## config.mk

```make
export PLATFORM = sky130hd
export DESIGN_NAME = mem_port_arbiter_flat
export DESIGN_NICKNAME = d
export VERILOG_FILES = /design/src/rtl/mem_port_arbiter_if.sv /design/src/rtl/mem_port_arbiter.sv /design/src/flat_wrapper.sv
export SDC_FILE = /design/constraint.sdc
export NUM_CORES = 1
export LEC_CHECK = 0
export BUFFER_PORTS_ARGS = -buffer_cell sky130_fd_sc_hd__buf_2
export CAP_MARGIN = 10
export CORE_MARGIN = 5
export CORE_UTILIZATION = 36
export CTS_CLUSTER_DIAMETER = 30
export DETAILED_ROUTE_END_ITERATION = 16
export PLACE_DENSITY = 0.65
export SYNTH_ARGS = -nofsm -noshare
export SYNTH_HDL_FRONTEND = slang
export SYNTH_SLANG_ARGS = --single-unit
```

## constraint.sdc

```tcl
create_clock -name CLK -period 5 [get_ports CLK]
set_clock_uncertainty 0.2 [all_clocks]
set_input_delay 0.75 -clock CLK [delete_from_list [all_inputs] [get_ports CLK]]
set_output_delay 0.75 -clock CLK [all_outputs]
set_load 0.005 [all_outputs]
```

## src/rtl/mem_port_arbiter_if.sv

```systemverilog
// Bundle of the instruction-fetch, data-stage and main-memory signals of mem_port_arbiter.
// The slave modport is the arbiter's view; master is the requesters' and memory's view.
interface mem_port_arbiter_if;
  logic        if_req;
  logic [31:0] if_addr;
  logic        if_gnt;
  logic        if_valid;
  logic [31:0] if_rdata;

  logic        mem_req;
  logic        mem_we;
  logic [31:0] mem_addr;
  logic [31:0] mem_wdata;
  logic        mem_gnt;
  logic        mem_valid;
  logic [31:0] mem_rdata;

  logic        mm_enable;
  logic [31:0] mm_address;
  logic [64:0] mm_edit_serial;
  logic [31:0] mm_rdata;

  logic        busy;

  modport slave (
    input  if_req, if_addr, mem_req, mem_we, mem_addr, mem_wdata, mm_rdata,
    output if_gnt, if_valid, if_rdata, mem_gnt, mem_valid, mem_rdata,
           mm_enable, mm_address, mm_edit_serial, busy
  );

  modport master (
    output if_req, if_addr, mem_req, mem_we, mem_addr, mem_wdata, mm_rdata,
    input  if_gnt, if_valid, if_rdata, mem_gnt, mem_valid, mem_rdata,
           mm_enable, mm_address, mm_edit_serial, busy
  );
endinterface

```

## src/rtl/mem_port_arbiter.sv

```systemverilog
// Arbitrates instruction-fetch and data-stage requests onto a single main-memory port,
// one command at a time. Define ARB_STARVE_GUARD_EN to bound how long IF can be starved.
module mem_port_arbiter #(
  parameter int unsigned MEM_LATENCY  = 1,
  parameter int unsigned STARVE_LIMIT = 4
) (
  input logic               CLK,
  input logic               reset,
  mem_port_arbiter_if.slave bus
);
  typedef enum logic [1:0] {IDLE, ISSUE, WAIT, RESP} state_t;

  localparam logic [3:0] WAIT_LOAD = 4'(MEM_LATENCY - 1);

  state_t      state_reg;
  logic        cmd_mem_reg;
  logic        cmd_we_reg;
  logic        we_issue_reg;
  logic [29:0] cmd_word_reg;
  logic [31:0] cmd_wdata_reg;
  logic [3:0]  wait_cnt_reg;
  logic        if_gnt_reg;
  logic        mem_gnt_reg;
  logic        if_valid_reg;
  logic        mem_valid_reg;
  logic        mm_enable_reg;
  logic        busy_reg;
  logic [31:0] if_rdata_reg;
  logic [31:0] mem_rdata_reg;

  logic arb_point;
  logic pick_mem;
  logic pick_if;

  assign arb_point = (state_reg == IDLE) || (state_reg == RESP);

`ifdef ARB_STARVE_GUARD_EN
  localparam logic [3:0] STARVE_MAX = 4'(STARVE_LIMIT);

  logic [3:0] starve_cnt_reg;
  logic       starve_hit;

  // IF overrides MEM once MEM has won STARVE_LIMIT times in a row while IF was waiting.
  assign starve_hit = (starve_cnt_reg == STARVE_MAX);
  assign pick_if    = bus.if_req && (!bus.mem_req || starve_hit);
  assign pick_mem   = bus.mem_req && !pick_if;

  always_ff @(posedge CLK) begin
    if (reset) begin
      starve_cnt_reg <= '0;
    end else if (arb_point) begin
      if (!bus.if_req || pick_if) begin
        starve_cnt_reg <= '0;
      end else if (pick_mem) begin
        starve_cnt_reg <= starve_cnt_reg + 4'd1;
      end
    end
  end
`else
  assign pick_mem = bus.mem_req;
  assign pick_if  = bus.if_req && !bus.mem_req;
`endif

  always_ff @(posedge CLK) begin
    if (reset) begin
      state_reg     <= IDLE;
      cmd_mem_reg   <= 1'b0;
      cmd_we_reg    <= 1'b0;
      we_issue_reg  <= 1'b0;
      cmd_word_reg  <= '0;
      cmd_wdata_reg <= '0;
      wait_cnt_reg  <= '0;
      if_gnt_reg    <= 1'b0;
      mem_gnt_reg   <= 1'b0;
      if_valid_reg  <= 1'b0;
      mem_valid_reg <= 1'b0;
      mm_enable_reg <= 1'b0;
      busy_reg      <= 1'b0;
      if_rdata_reg  <= '0;
      mem_rdata_reg <= '0;
    end else begin
      if_gnt_reg    <= 1'b0;
      mem_gnt_reg   <= 1'b0;
      if_valid_reg  <= 1'b0;
      mem_valid_reg <= 1'b0;
      we_issue_reg  <= 1'b0;
      if (arb_point) begin
        if (pick_mem || pick_if) begin
          state_reg     <= ISSUE;
          cmd_mem_reg   <= pick_mem;
          cmd_we_reg    <= pick_mem && bus.mem_we;
          we_issue_reg  <= pick_mem && bus.mem_we;
          cmd_word_reg  <= pick_mem ? bus.mem_addr[31:2] : bus.if_addr[31:2];
          cmd_wdata_reg <= pick_mem ? bus.mem_wdata : 32'd0;
          mem_gnt_reg   <= pick_mem;
          if_gnt_reg    <= pick_if;
          mm_enable_reg <= 1'b1;
          busy_reg      <= 1'b1;
        end else begin
          state_reg     <= IDLE;
          mm_enable_reg <= 1'b0;
          busy_reg      <= 1'b0;
        end
      end else if (state_reg == ISSUE) begin
        state_reg    <= WAIT;
        wait_cnt_reg <= WAIT_LOAD;
      end else if (wait_cnt_reg == 4'd0) begin
        // Last WAIT cycle: mm_rdata is valid now, so capture it for reads.
        state_reg     <= RESP;
        mm_enable_reg <= 1'b0;
        busy_reg      <= 1'b0;
        mem_valid_reg <= cmd_mem_reg;
        if_valid_reg  <= !cmd_mem_reg;
        if (!cmd_we_reg) begin
          if (cmd_mem_reg) begin
            mem_rdata_reg <= bus.mm_rdata;
          end else begin
            if_rdata_reg <= bus.mm_rdata;
          end
        end
      end else begin
        wait_cnt_reg <= wait_cnt_reg - 4'd1;
      end
    end
  end

  assign bus.if_gnt         = if_gnt_reg;
  assign bus.mem_gnt        = mem_gnt_reg;
  assign bus.if_valid       = if_valid_reg;
  assign bus.mem_valid      = mem_valid_reg;
  assign bus.if_rdata       = if_rdata_reg;
  assign bus.mem_rdata      = mem_rdata_reg;
  assign bus.mm_enable      = mm_enable_reg;
  assign bus.busy           = busy_reg;
  assign bus.mm_address     = {2'b00, cmd_word_reg};
  // The write strobe is masked by reset so a write caught in ISSUE at a reset edge never lands.
  assign bus.mm_edit_serial = {we_issue_reg & ~reset, 2'b00, cmd_word_reg, cmd_wdata_reg};
endmodule

```

## src/flat_wrapper.sv

```systemverilog
// flat-port wrapper written by rule: the top's interface ports become plain ports
module mem_port_arbiter_flat 
#(
  parameter int unsigned MEM_LATENCY  = 1,
  parameter int unsigned STARVE_LIMIT = 4
)
  (CLK, reset, bus_if_req, bus_if_addr, bus_mem_req, bus_mem_we, bus_mem_addr, bus_mem_wdata, bus_mm_rdata, bus_if_gnt, bus_if_valid, bus_if_rdata, bus_mem_gnt, bus_mem_valid, bus_mem_rdata, bus_mm_enable, bus_mm_address, bus_mm_edit_serial, bus_busy);
  mem_port_arbiter_if bus_i ();
  input logic CLK;
  input logic reset;
  input wire logic [$bits(bus_i.if_req)-1:0] bus_if_req;
  input wire logic [$bits(bus_i.if_addr)-1:0] bus_if_addr;
  input wire logic [$bits(bus_i.mem_req)-1:0] bus_mem_req;
  input wire logic [$bits(bus_i.mem_we)-1:0] bus_mem_we;
  input wire logic [$bits(bus_i.mem_addr)-1:0] bus_mem_addr;
  input wire logic [$bits(bus_i.mem_wdata)-1:0] bus_mem_wdata;
  input wire logic [$bits(bus_i.mm_rdata)-1:0] bus_mm_rdata;
  output wire logic [$bits(bus_i.if_gnt)-1:0] bus_if_gnt;
  output wire logic [$bits(bus_i.if_valid)-1:0] bus_if_valid;
  output wire logic [$bits(bus_i.if_rdata)-1:0] bus_if_rdata;
  output wire logic [$bits(bus_i.mem_gnt)-1:0] bus_mem_gnt;
  output wire logic [$bits(bus_i.mem_valid)-1:0] bus_mem_valid;
  output wire logic [$bits(bus_i.mem_rdata)-1:0] bus_mem_rdata;
  output wire logic [$bits(bus_i.mm_enable)-1:0] bus_mm_enable;
  output wire logic [$bits(bus_i.mm_address)-1:0] bus_mm_address;
  output wire logic [$bits(bus_i.mm_edit_serial)-1:0] bus_mm_edit_serial;
  output wire logic [$bits(bus_i.busy)-1:0] bus_busy;
  assign bus_i.if_req = bus_if_req;
  assign bus_i.if_addr = bus_if_addr;
  assign bus_i.mem_req = bus_mem_req;
  assign bus_i.mem_we = bus_mem_we;
  assign bus_i.mem_addr = bus_mem_addr;
  assign bus_i.mem_wdata = bus_mem_wdata;
  assign bus_i.mm_rdata = bus_mm_rdata;
  assign bus_if_gnt = bus_i.if_gnt;
  assign bus_if_valid = bus_i.if_valid;
  assign bus_if_rdata = bus_i.if_rdata;
  assign bus_mem_gnt = bus_i.mem_gnt;
  assign bus_mem_valid = bus_i.mem_valid;
  assign bus_mem_rdata = bus_i.mem_rdata;
  assign bus_mm_enable = bus_i.mm_enable;
  assign bus_mm_address = bus_i.mm_address;
  assign bus_mm_edit_serial = bus_i.mm_edit_serial;
  assign bus_busy = bus_i.busy;
  mem_port_arbiter #(.MEM_LATENCY(MEM_LATENCY), .STARVE_LIMIT(STARVE_LIMIT)) u_core (.CLK(CLK), .reset(reset), .bus(bus_i));
endmodule
```

==> results of run 1 <==
## stage by stage
step	hold WS, ns	total power [mW]
5_1_grt	0.266	4.59
2_1_floorplan	0.248	2.55
3_3_place_gp	0.235	2.99
4_1_cts	0.249	4.36
6_report	0.245	4.28
3_5_place_dp	0.241	3.00
## path summary, 6_finish.rpt
path	end	slack, ns	cells past startpoint
max reg2reg	u_core.bus.mem_rdata[6]	2.55	5
max	u_core.bus.mem_rdata[6]	2.55	5
min	u_core.cmd_wdata_reg[9]	0.25	2
min reg2reg	u_core.cmd_wdata_reg[9]	0.25	2
## per-layer routing
metal  vias to the layer above  part of all wire [%]
li1                       2576                     -
met1                      2198                    46
met2                       197                    45
met3                         7                   8.5
met4                         0                  0.67
met5                         -                     0
## area by class of cell
cell class | count | area share, %
clock buffer | 19 | 5.60
inverter | 5 | 0.237
multi-input combinational | 399 | 33.7
tap | 220 | 3.48
sequential | 140 | 35.4
timing repair buffer | 299 | 19.2
clock inverter | 13 | 2.36
## tightest hold or removal path: cells and delay by family (launching register included)
family / cells / cell delay (ns)
DFF: 1 / 0.30
and+or+nand+nor: 1 / 0.05
AOI/OAI and AO/OA: 1 / 0.05
## logic make-up after synthesis
| kind of cell | count (synthesis) |
|---|---|
| AND/OR/NAND/NOR | 220 |
| flip-flops | 140 |
| multiplexers | 94 |
| buffers and inverters | 90 |
| AO/OA/AOI/OAI | 78 |
| adder cells (fa/ha/maj) | 3 |
| other | 1 |
## where the power goes
group | internal (mW) | total (mW) | switching, mW
combinational | 0.601 | 1.39 | 0.787
clock | 0.852 | 1.34 | 0.483
sequential | 1.39 | 1.56 | 0.167
## layout by cell type (no fill, tap or decap), types with 2 or more instances in the layout
master | Yosys | layout
buf_2 | 12 | 290
dfxtp_1 | 140 | 140
nand2b_1 | 97 | 97
mux2i_1 | 94 | 94
a21oi_1 | 38 | 38
nand2_1 | 38 | 38
nor2_1 | 35 | 35
nand3_1 | 35 | 35
a211oi_1 | 32 | 32
clkbuf_16 | 0 | 17
buf_4 | 39 | 9
inv_1 | 5 | 5
conb_1 | 1 | 4
bufinv_16 | 0 | 4
ha_1 | 3 | 3
clkinv_2 | 0 | 3
inv_6 | 0 | 3
and4b_1 | 2 | 2
nand4b_1 | 2 | 2
a311oi_1 | 2 | 2
nor3_1 | 2 | 2
clkinv_4 | 0 | 2
==> reports/qor.yml, run 1 <==
die:
  ios: 300
  dieArea_um2: 19300
  start_util_pct: 36.4
  rows: 47
  core_um2: 16500
  die_h_um: 139
  die_w_um: 139
sta:
  setup_tns_ns: 0
  grt_setup_unrepaired: "false"
  fmax_ghz: 0.408
  hold_viol: 0
  relSlewSlack_pct: 41.8
  tightestPinTransition_ns: 0.868
  finalCritPeriodShare_pct: 49.0
  worst_slack_ns: 2.55
  setup_viol: 0
  slew_violations: 0
  finalCriticalPeriod_ns: 2.45
layout:
  seq_area_um2: 2800
  area_growth_pct: 32.0
  postLayoutCoreUtil_pct: 48.0
  drive_gt1_share_pct: 38.2
  multiInputGateArea_um2: 2660
  layout.nets: 998
  diodes: 0
  stdcell_count: 1095
  finalInstanceArea_um2: 7910
  fill_cells: 1562
flow_run:
  maxCapViolations: 0
placement:
  dp_hpwl_um: 11500
  gp_congestion: 0.789
  dp_cells: 1063
  place_area_um2: 7280
  io_buffers: 291
  pre_cts_ws_ns: 2.27
clock_network:
  cts.sinks: 140
  clockRootBuffer: "clkbuf_16"
  cts_resized: 0
  cts_max_level: 4
  ctsLongestPathBuffers: 2
  cts_buffers: 17
  post_cts_buffers: 0
  path_clk_slew_ns: 0.06
  cts_hold_buf: 0
  cts_tree: "done"
  insertion_delay_ns: 0.40
worst_setup_path:
  crit_type: "reg2reg"
  critPathCaptureType: "flip-flop"
  path_buf_inv: 1
  worstSetupStartpointType: "flip-flop"
  critPathLaunch: "u_core.state_reg[0]"
  required_ns: 5.11
  critPathMaxFanout: 11
  path_cells: "inv_1, ha_1, nor2_2, nand4b_1, mux2i_1"
  slowest_delay_ns: 0.73
  cp_top_family: "simple AND/OR/NAND/NOR gates"
  reg2reg_from: "u_core.state_reg[0]"
  critPathSlowestCell: "nand4b_1"
  arrival_ns: 2.56
global_routing:
  grt_max_degree: 67
  grt_pass1_wl_um: 25500
  grt_antenna_before_repair: 0
  grtUsageMet2_pct: 25.4
  grt_most_used_layer: "met2"
  grtUsageMet3_pct: 6.03
  grt_use_met1_pct: 20.8
  grt_remaining_overflow: 0
  grt_usage_pct: 16.0
  grt_pass1_vias: 4854
logic_synthesis:
  yosysMostFrequentCell: "dfxtp_1"
  synth_edf_count: 0
  yosys.cell_types.count: 36
  synth_top_family_by_area: "simple AND/OR/NAND/NOR gates"
  synth_compound_area_share_pct: 8.13
  synth_top_area_share_pct: 46.8
  synth.top_cells.by_area: "dfxtp_1 47%, mux2i_1 16%, nand2b_1 10%, buf_4 4.9%, a211oi_1 4.0%"
  synth_flop_cell: "dfxtp_1"
  synth_top_cell_by_area: "dfxtp_1"
  netlist_instances: 626
  avgSynthCellArea_um2: 9.57
  synth_warnings: 0
  synth-xor-area-share_pct: 0
  synthMuxAreaShare_pct: 15.7
  ys_seq_area_share_pct: 46.8
  yosys.area_share.simple_pct: 19.7
  ys_ff_latch: 140
  synth-async-reset-ratio_pct: 0
  synthAdderAreaFrac_pct: 0.627
  syn_area_um2: 5990
  synth_common_cells: "140 x dfxtp_1, 97 x nand2b_1, 94 x mux2i_1"
routing:
  dr_total_vias: 4978
  avgViaCountPerCell: 4.55
  drtAntennaViolNets: 0
  dr.pass1.iters: 4
  routedWlPerCell_um: 14.4
  drc: 0
  drt_iter0_drc: 169
  drt_wl_total_um: 15800
pwr:
  power.density_nw_per_um2: 542
  power.leakage_nw: 3.90
  peakVddDrop_mv: 0.285
outcome:
  status: "finished, final reports clean"
worst_hold_path:
  min_from: "u_core.cmd_wdata_reg[9]"
  hp-class: "reg2reg"
Power figures use the tool's default switching activity.
==> run 2, diff against run 1 <==
--- a/config.mk
+++ b/config.mk
@@ -5,13 +5,14 @@
 export SDC_FILE = /design/constraint.sdc
 export NUM_CORES = 1
 export LEC_CHECK = 0
+export ABC_AREA = 1
 export BUFFER_PORTS_ARGS = -buffer_cell sky130_fd_sc_hd__buf_2
 export CAP_MARGIN = 10
 export CORE_MARGIN = 5
 export CORE_UTILIZATION = 36
 export CTS_CLUSTER_DIAMETER = 30
 export DETAILED_ROUTE_END_ITERATION = 16
-export PLACE_DENSITY = 0.65
+export PLACE_DENSITY = 0.66
 export SYNTH_ARGS = -nofsm -noshare
 export SYNTH_HDL_FRONTEND = slang
 export SYNTH_SLANG_ARGS = --single-unit
==> constraint.sdc (replaced) <==
create_clock -name CLK -period 2.3 [get_ports CLK]
set_clock_uncertainty 0.2 [all_clocks]
set_input_delay 0.345 -clock CLK [delete_from_list [all_inputs] [get_ports CLK]]
set_output_delay 0.345 -clock CLK [all_outputs]
set_load 0.005 [all_outputs]
==> run 2 against run 1 <==
- final cell count rose by 19%
- non-clock buffer count rose by 100
- die area fell by 4.8%
- sequential share of layout area fell by 2.6 points
- routed wire length rose by 15%
- worst hold slack got worse by 0.22 ns
- clock power rose by 92%
- largest cell class unchanged
==> reports/qor.yml, run 2 <==
outcome:
  status: "finished, final reports clean"  # unchanged
sta:
  hold_viol: 0  # unchanged
  tightestPinTransition_ns: 0.504  # was 0.868 ns
  relSlewSlack_pct: 66.4  # was 41.8%
  grt_setup_unrepaired: "false"  # unchanged
  slew_violations: 0  # unchanged
  fmax_ghz: 0.481  # was 0.408 GHz
  finalCriticalPeriod_ns: 2.08  # was 2.45 ns
  worst_slack_ns: 0.220  # was 2.55 ns
  setup_tns_ns: 0  # unchanged
  finalCritPeriodShare_pct: 90.4  # was 49.0%
  setup_viol: 0  # unchanged
die:
  ios: 300  # unchanged
  die_h_um: 136  # was 139 um
  die_w_um: 136  # was 139 um
  rows: 46  # was 47
  dieArea_um2: 18400  # was 19,300 um^2
  core_um2: 15700  # was 16,500 um^2
  start_util_pct: 36.3  # was 36.4%
pwr:
  p_total_mw: 10.1  # was 4.28 mW
  power.density_nw_per_um2: 1190  # was 542 nW/um^2
  peakVddDrop_mv: 0.720  # was 0.285 mV
  power.leakage_nw: 4.18  # was 3.90 nW
layout:
  seq_area_um2: 2800  # unchanged
  layout_commonest_cell: "buf_2"  # unchanged
  stdcell_count: 1303  # was 1,095
  area_growth_pct: 50.2  # was 32.0%
  mostFrequentLayoutCells: "291 x buf_2, 168 x nor2_1, 140 x dfxtp_1, 94 x dlygate4sd3_1, 83 x nand2_1"  # was 290 x buf_2, 140 x dfxtp_1, 97 x nand2b_1, 94 x mux2i_1
  layout.nets: 1210  # was 998
  multiInputGateArea_um2: 2160  # was 2660 um^2
  diodes: 0  # unchanged
  finalInstanceArea_um2: 8530  # was 7910 um^2
  fill_cells: 1443  # was 1,562
  drive_gt1_share_pct: 32.1  # was 38.2%
logic_synthesis:
  synth_common_cells: "168 x nor2_1, 140 x dfxtp_1, 83 x nand2_1"  # was 140 x dfxtp_1, 97 x nand2b_1, 94 x mux2i_1
  synthMuxAreaShare_pct: 0  # was 15.7%
  synth_flop_cell: "dfxtp_1"  # unchanged
  synth_top_area_share_pct: 49.4  # was 46.8%
  synth_warnings: 0  # unchanged
  netlist_instances: 738  # was 626
  synthAdderAreaFrac_pct: 0.661  # was 0.627%
  synth_compound_area_share_pct: 16.0  # was 8.13%
  synth_top_family_by_area: "simple AND/OR/NAND/NOR gates"  # unchanged
  synth_edf_count: 0  # unchanged
  yosys.cell_types.count: 28  # was 36
  ys_seq_area_share_pct: 49.4  # was 46.8%
  avgSynthCellArea_um2: 7.69  # was 9.57 um^2
  ys_ff_latch: 140  # unchanged
  synth_top_cell_by_area: "dfxtp_1"  # unchanged
  synth.top_cells.by_area: "dfxtp_1 49%, nor2_1 11%, nand2_1 5.5%, o21ai_0 5.4%, buf_4 5.3%"  # was dfxtp_1 47%, mux2i_1 16%, nand2b_1 10%, buf_4 4.9%, a211oi_1 4.0%
  synth-xor-area-share_pct: 0.154  # was 0%
  yosysMostFrequentCell: "nor2_1"  # was dfxtp_1
  synth-async-reset-ratio_pct: 0  # unchanged
  syn_area_um2: 5680  # was 5990 um^2
  yosys.area_share.simple_pct: 20.9  # was 19.7%
global_routing:
  grt_max_degree: 71  # was 67
  grtUsageMet2_pct: 33.0  # was 25.4%
  grtUsageMet3_pct: 6.43  # was 6.03%
  grt_pass1_vias: 5695  # was 4,854
  grt_most_used_layer: "met2"  # unchanged
  grt_pass1_wl_um: 28400  # was 25,500 um
  grt_use_met1_pct: 22.1  # was 20.8%
  grt_usage_pct: 19.2  # was 16.0%
  grt_remaining_overflow: 0  # unchanged
  grt_antenna_before_repair: 0  # unchanged
placement:
  io_buffers: 291  # unchanged
  pre_cts_ws_ns: 0.210  # was 2.27 ns
  place_area_um2: 7030  # was 7280 um^2
  dp_hpwl_um: 12200  # was 11,500 um
  dp_cells: 1177  # was 1,063
  gp_congestion: 0.785  # was 0.789
routing:
  drt_wl_total_um: 18100  # was 15,800 um
  drt_iter0_drc: 273  # was 169
  drtAntennaViolNets: 0  # unchanged
  dr.pass1.iters: 5  # was 4
  dr_total_vias: 5902  # was 4,978
  routedWlPerCell_um: 13.9  # was 14.4 um
  avgViaCountPerCell: 4.53  # was 4.55
  drc: 0  # unchanged
worst_setup_path:
  arrival_ns: 2.18  # was 2.56 ns
  crit_type: "reg2reg"  # unchanged
  slowest_delay_ns: 0.42  # was 0.73 ns
  critPathMaxFanout: 32  # was 11
  required_ns: 2.40  # was 5.11 ns
  worstSetupStartpointType: "flip-flop"  # unchanged
  critPathCaptureType: "flip-flop"  # unchanged
  critPathSlowestCell: "ha_1"  # was nand4b_1
  path_cells: "inv_1, ha_1, o21ai_4, inv_2, o21ai_0, nor2_1"  # was inv_1, ha_1, nor2_2, nand4b_1, mux2i_1
clock_network:
  cts_max_level: 4  # unchanged
  cts_tree: "done"  # unchanged
  clockRootBuffer: "clkbuf_16"  # unchanged
  ctsLongestPathBuffers: 2  # unchanged
  post_cts_buffers: 0  # unchanged
  path_clk_slew_ns: 0.06  # about the same
  cts_buffers: 17  # unchanged
  cts.sinks: 140  # unchanged
  insertion_delay_ns: 0.41  # was 0.40 ns
flow_run:
  maxCapViolations: 0  # unchanged
worst_hold_path:
  hp-class: "in2reg"  # was reg2reg
-- run 2: cell count changes after synthesis, moves of 3 or more --
cell	previous run	this run
nor2_1	35	168
nand2b_1	97	0
mux2i_1	94	0
o21ai_0	1	61
nand2_1	38	83
inv_1	5	42
nor3_1	2	35
o21ai_1	1	34
nand3_1	35	4
clkbuf_1	29	18
buf_6	1	8
inv_2	0	6
clkbuf_2	0	3
-- run 2: power breakdown --
part / internal [mW] / switching, mW / total (mW) / leakage (nW)
Clock: 1.42 / 1.15 / 2.57 / 0.261
Sequential: 3.22 / 0.456 / 3.68 / 1.15
Combinational: 1.62 / 2.28 / 3.90 / 2.77
-- run 2: final timing paths --
kind         depth (start not counted)                       end  slack [ns]                startpoint
max                                  6   u_core.cmd_word_reg[28]        0.22       u_core.state_reg[0]
min                                  3  u_core.bus.mem_rdata[29]        0.03          bus_mm_rdata[29]
max reg2reg                          6   u_core.cmd_word_reg[28]        0.22       u_core.state_reg[0]
min reg2reg                          2  u_core.cmd_wdata_reg[14]        0.26  u_core.cmd_wdata_reg[14]
-- run 2: cell families after synthesis --
group,after synthesis
DFF,140
and+or+nand+nor,296
xor gates and xnor gates,1
buffers and inverters,133
other,1
AOI/OAI and AO/OA,164
adders and majority gates,3
-- run 2: final cells by class --
type,instances,share of cell area (%)
Sequential cell,140,32.9
Clock buffer,18,5.03
Tap cell,216,3.17
Clock inverter,14,1.53
Multi-Input combinational cell,468,25.4
Inverter,48,2.11
Timing Repair Buffer,399,29.9
-- run 2: routing by layer --
metal  up-vias  part of all wire [%]
met5         -                     0
met4         0                   2.3
met3        27                   8.2
met2       241                    49
met1      2609                    41
li1       3025                     -
-- run 2: through the flow --
stage                     hold slack (ns)  utilization [%]
after global placement              0.244             44.9
after floorplan                     0.235                -
final                              0.0251             54.5
after global routing               0.0367             54.5
after detailed placement            0.250             44.9
after CTS                         0.00594             54.5
-- run 2: worst max-delay path: cells and delay by family, from the launching register on --
family                     cells  cell delay [ns]
AOI/OAI and AO/OA              2             0.52
adders and majority gates      1             0.42
buffers and inverters          2             0.39
and+or+nand+nor                1             0.07
DFF                            1             0.36
-- run 2: what timing repair did --
action	CTS	global route
resized for setup	0	0
hold buffers	94	0
endpoints found under the hold margin	119	0
==> run 3, diff against run 2 <==
--- a/config.mk
+++ b/config.mk
@@ -13,6 +13,7 @@
 export CTS_CLUSTER_DIAMETER = 30
 export DETAILED_ROUTE_END_ITERATION = 16
 export PLACE_DENSITY = 0.66
+export RECOVER_POWER = 100
 export SYNTH_ARGS = -nofsm -noshare
 export SYNTH_HDL_FRONTEND = slang
 export SYNTH_SLANG_ARGS = --single-unit
==> run 3 against run 2 <==
- combinational power down 5%
- highest routed layer unchanged
- die area unchanged
- final cell count is the same
- power shrank 1.7%
- sequential share of layout area rose by 0.55 points
- first-iteration DRC count increased by 1.5%
- global-route usage unchanged
- clock-buffer cell count did not move
==> reports/qor.yml, run 3 (synthesized netlist as in run 2, its figures left out) <==
layout:
  drive_gt1_share_pct: 22.4  # was 32.1%
  layout_commonest_cell: "buf_2"  # unchanged
  diodes: 0  # unchanged
  fill_cells: 1495  # was 1,443
  mostFrequentLayoutCells: "189 x buf_2, 168 x nor2_1, 140 x dfxtp_1, 102 x clkbuf_1, 94 x dlygate4sd3_1"  # was 291 x buf_2, 168 x nor2_1, 140 x dfxtp_1, 94 x dlygate4sd3_1, 83 x nand2_1
  postLayoutCoreUtil_pct: 53.6  # was 54.5%
  stdcell_count: 1303  # unchanged
  area_growth_pct: 47.8  # was 50.2%
  layout.nets: 1210  # unchanged
  finalInstanceArea_um2: 8390  # was 8530 um^2
die:
  start_util_pct: 36.3  # unchanged
  rows: 46  # unchanged
  core_um2: 15700  # unchanged
  ios: 300  # unchanged
  die_w_um: 136  # unchanged
  dieArea_um2: 18400  # unchanged
  die_h_um: 136  # unchanged
routing:
  drt_wl_total_um: 18100  # about the same
  drc: 0  # unchanged
  dr_total_vias: 5904  # was 5,902
  routedWlPerCell_um: 13.9  # about the same
  drtAntennaViolNets: 0  # unchanged
  drt_iter0_drc: 277  # was 273
  dr.pass1.iters: 4  # was 5
  avgViaCountPerCell: 4.53  # about the same
sta:
  hold_viol: 0  # unchanged
  finalCritPeriodShare_pct: 92.1  # was 90.4%
  slew_violations: 0  # unchanged
  holdWs_ns: 0.0262  # was 0.0251 ns
  fmax_ghz: 0.472  # was 0.481 GHz
  relSlewSlack_pct: 51.0  # was 66.4%
  grt_setup_unrepaired: "false"  # unchanged
  setup_tns_ns: 0  # unchanged
  worst_slack_ns: 0.181  # was 0.220 ns
  finalCriticalPeriod_ns: 2.12  # was 2.08 ns
  setup_viol: 0  # unchanged
  tightestPinTransition_ns: 0.735  # was 0.504 ns
worst_hold_path:
  min_to: "u_core.bus.mem_rdata[29]"  # unchanged
  min_from: "bus_mm_rdata[29]"  # unchanged
  min_delay_path_depth: 3  # unchanged
  hp-class: "in2reg"  # unchanged
worst_setup_path:
  reg2reg_from: "u_core.state_reg[0]"  # unchanged
  reg2reg_slack_ns: 0.18  # was 0.22 ns
  critPathLaunch: "u_core.state_reg[0]"  # unchanged
  path_cells: "inv_1, ha_1, inv_1, nand3_1, buf_4, nor3_1, nor2_1"  # was inv_1, ha_1, o21ai_4, inv_2, o21ai_0, nor2_1
  critPathMaxFanout: 32  # unchanged
  critPathCaptureType: "flip-flop"  # unchanged
  critPathSlowestCell: "ha_1"  # unchanged
  slowest_delay_ns: 0.41  # was 0.42 ns
  crit_type: "reg2reg"  # unchanged
  r2r-end: "u_core.bus.mem_rdata[1]"  # was u_core.cmd_word_reg[28]
  arrival_ns: 2.22  # was 2.18 ns
  worstSetupStartpointType: "flip-flop"  # unchanged
  rr_worst_depth: 7  # was 6
  critPathMostFrequentCell: "inv_1"
  required_ns: 2.40  # about the same
pwr:
  netSwitchingFraction_pct: 39.0  # was 38.3%
  clockPowerShare_pct: 25.7  # was 25.3%
  seqPwrFrac_pct: 37.0  # was 36.3%
  p_total_mw: 9.98  # was 10.1 mW
  comb_power_share_pct: 37.3  # was 38.4%
  power_switching_mw: 3.89  # was 3.88 mW
  peakVddDrop_mv: 0.716  # was 0.720 mV
  power.density_nw_per_um2: 1190  # about the same
  internal-power_mw: 6.09  # was 6.26 mW
  power.leakage_nw: 3.77  # was 4.18 nW
placement:
  dp_cells: 1177  # unchanged
  io_buffers: 291  # unchanged
  dp_hpwl_um: 12200  # unchanged
  gp_congestion: 0.785  # unchanged
  place_area_um2: 7030  # unchanged
  pre_cts_ws_ns: 0.210  # unchanged
clock_network:
  insertion_delay_ns: 0.41  # about the same
  cts.sinks: 140  # unchanged
  post_cts_buffers: 0  # unchanged
  cts_max_level: 4  # unchanged
  path_clk_slew_ns: 0.06  # about the same
  cts_tree: "done"  # unchanged
  ctsLongestPathBuffers: 2  # unchanged
  cts_buffers: 17  # unchanged
  clockRootBuffer: "clkbuf_16"  # unchanged
global_routing:
  grt_remaining_overflow: 0  # unchanged
  grt_antenna_before_repair: 0  # unchanged
  grt_pass1_vias: 5695  # unchanged
  grt_usage_pct: 19.2  # unchanged
  grt_max_degree: 71  # unchanged
  grt_pass1_wl_um: 28400  # unchanged
flow_run:
  maxCapViolations: 0  # unchanged
outcome:
  status: "finished, final reports clean"  # unchanged
## run 3: cell types whose count changed in the layout (fill, tap and decap cells not counted), sizes merged
cell and change:
clkbuf +104, buf -104
## run 3: how the worst max path moves through the flow
stage                                          end  slack (ns)  cells after the start
after floorplan            u_core.bus.mem_rdata[0]        0.61                      7
after global placement     u_core.cmd_word_reg[19]        0.24                      6
after detailed placement   u_core.cmd_word_reg[11]        0.21                      6
after CTS                  u_core.cmd_word_reg[11]        0.20                      6
after global routing      u_core.bus.mem_rdata[13]        0.03                      7
final                      u_core.bus.mem_rdata[1]        0.18                      7
## run 3: power groups by stage
stage	clock, mW	sequential (mW)	combinational, mW
floorplan	0	3.76	2.46
global placement	0	3.70	3.80
detailed placement	0	3.72	3.82
CTS	2.66	3.68	3.95
global route	2.76	3.80	4.18
finish	2.56	3.69	3.72
## run 3: final cells by class
cell class	count	area (um^2)	share of cell area (%)
sequential	140	2800	33.4
timing repair buffer	399	2420	28.8
multi-input combinational	468	2160	25.7
clock buffer	18	429	5.12
tap	216	270	3.22
inverter	48	180	2.15
clock inverter	14	130	1.55
## run 3: metal layers
metal  up-vias  wire [um]  share of wire, %  global-route usage, %
li1       3026          -                 -                      -
met1      2625       7400                41                   22.1
met2       224       8850                49                   33.0
met3        29       1460               8.0                   6.43
met4         0        432               2.4                   7.33
met5         -          0                 0                      0
## run 3: worst max-delay path: cells and delay by family, from the launching register on
| kind | cells | cell delay (ns) |
|---|---|---|
| buf+inv | 3 | 0.53 |
| simple gates | 3 | 0.50 |
| fa+ha+maj | 1 | 0.41 |
| flops | 1 | 0.36 |
## run 3: timing repair
action                    CTS  global route
resized for setup           0             0
hold endpoints to repair  119             0
hold buffers               94             0
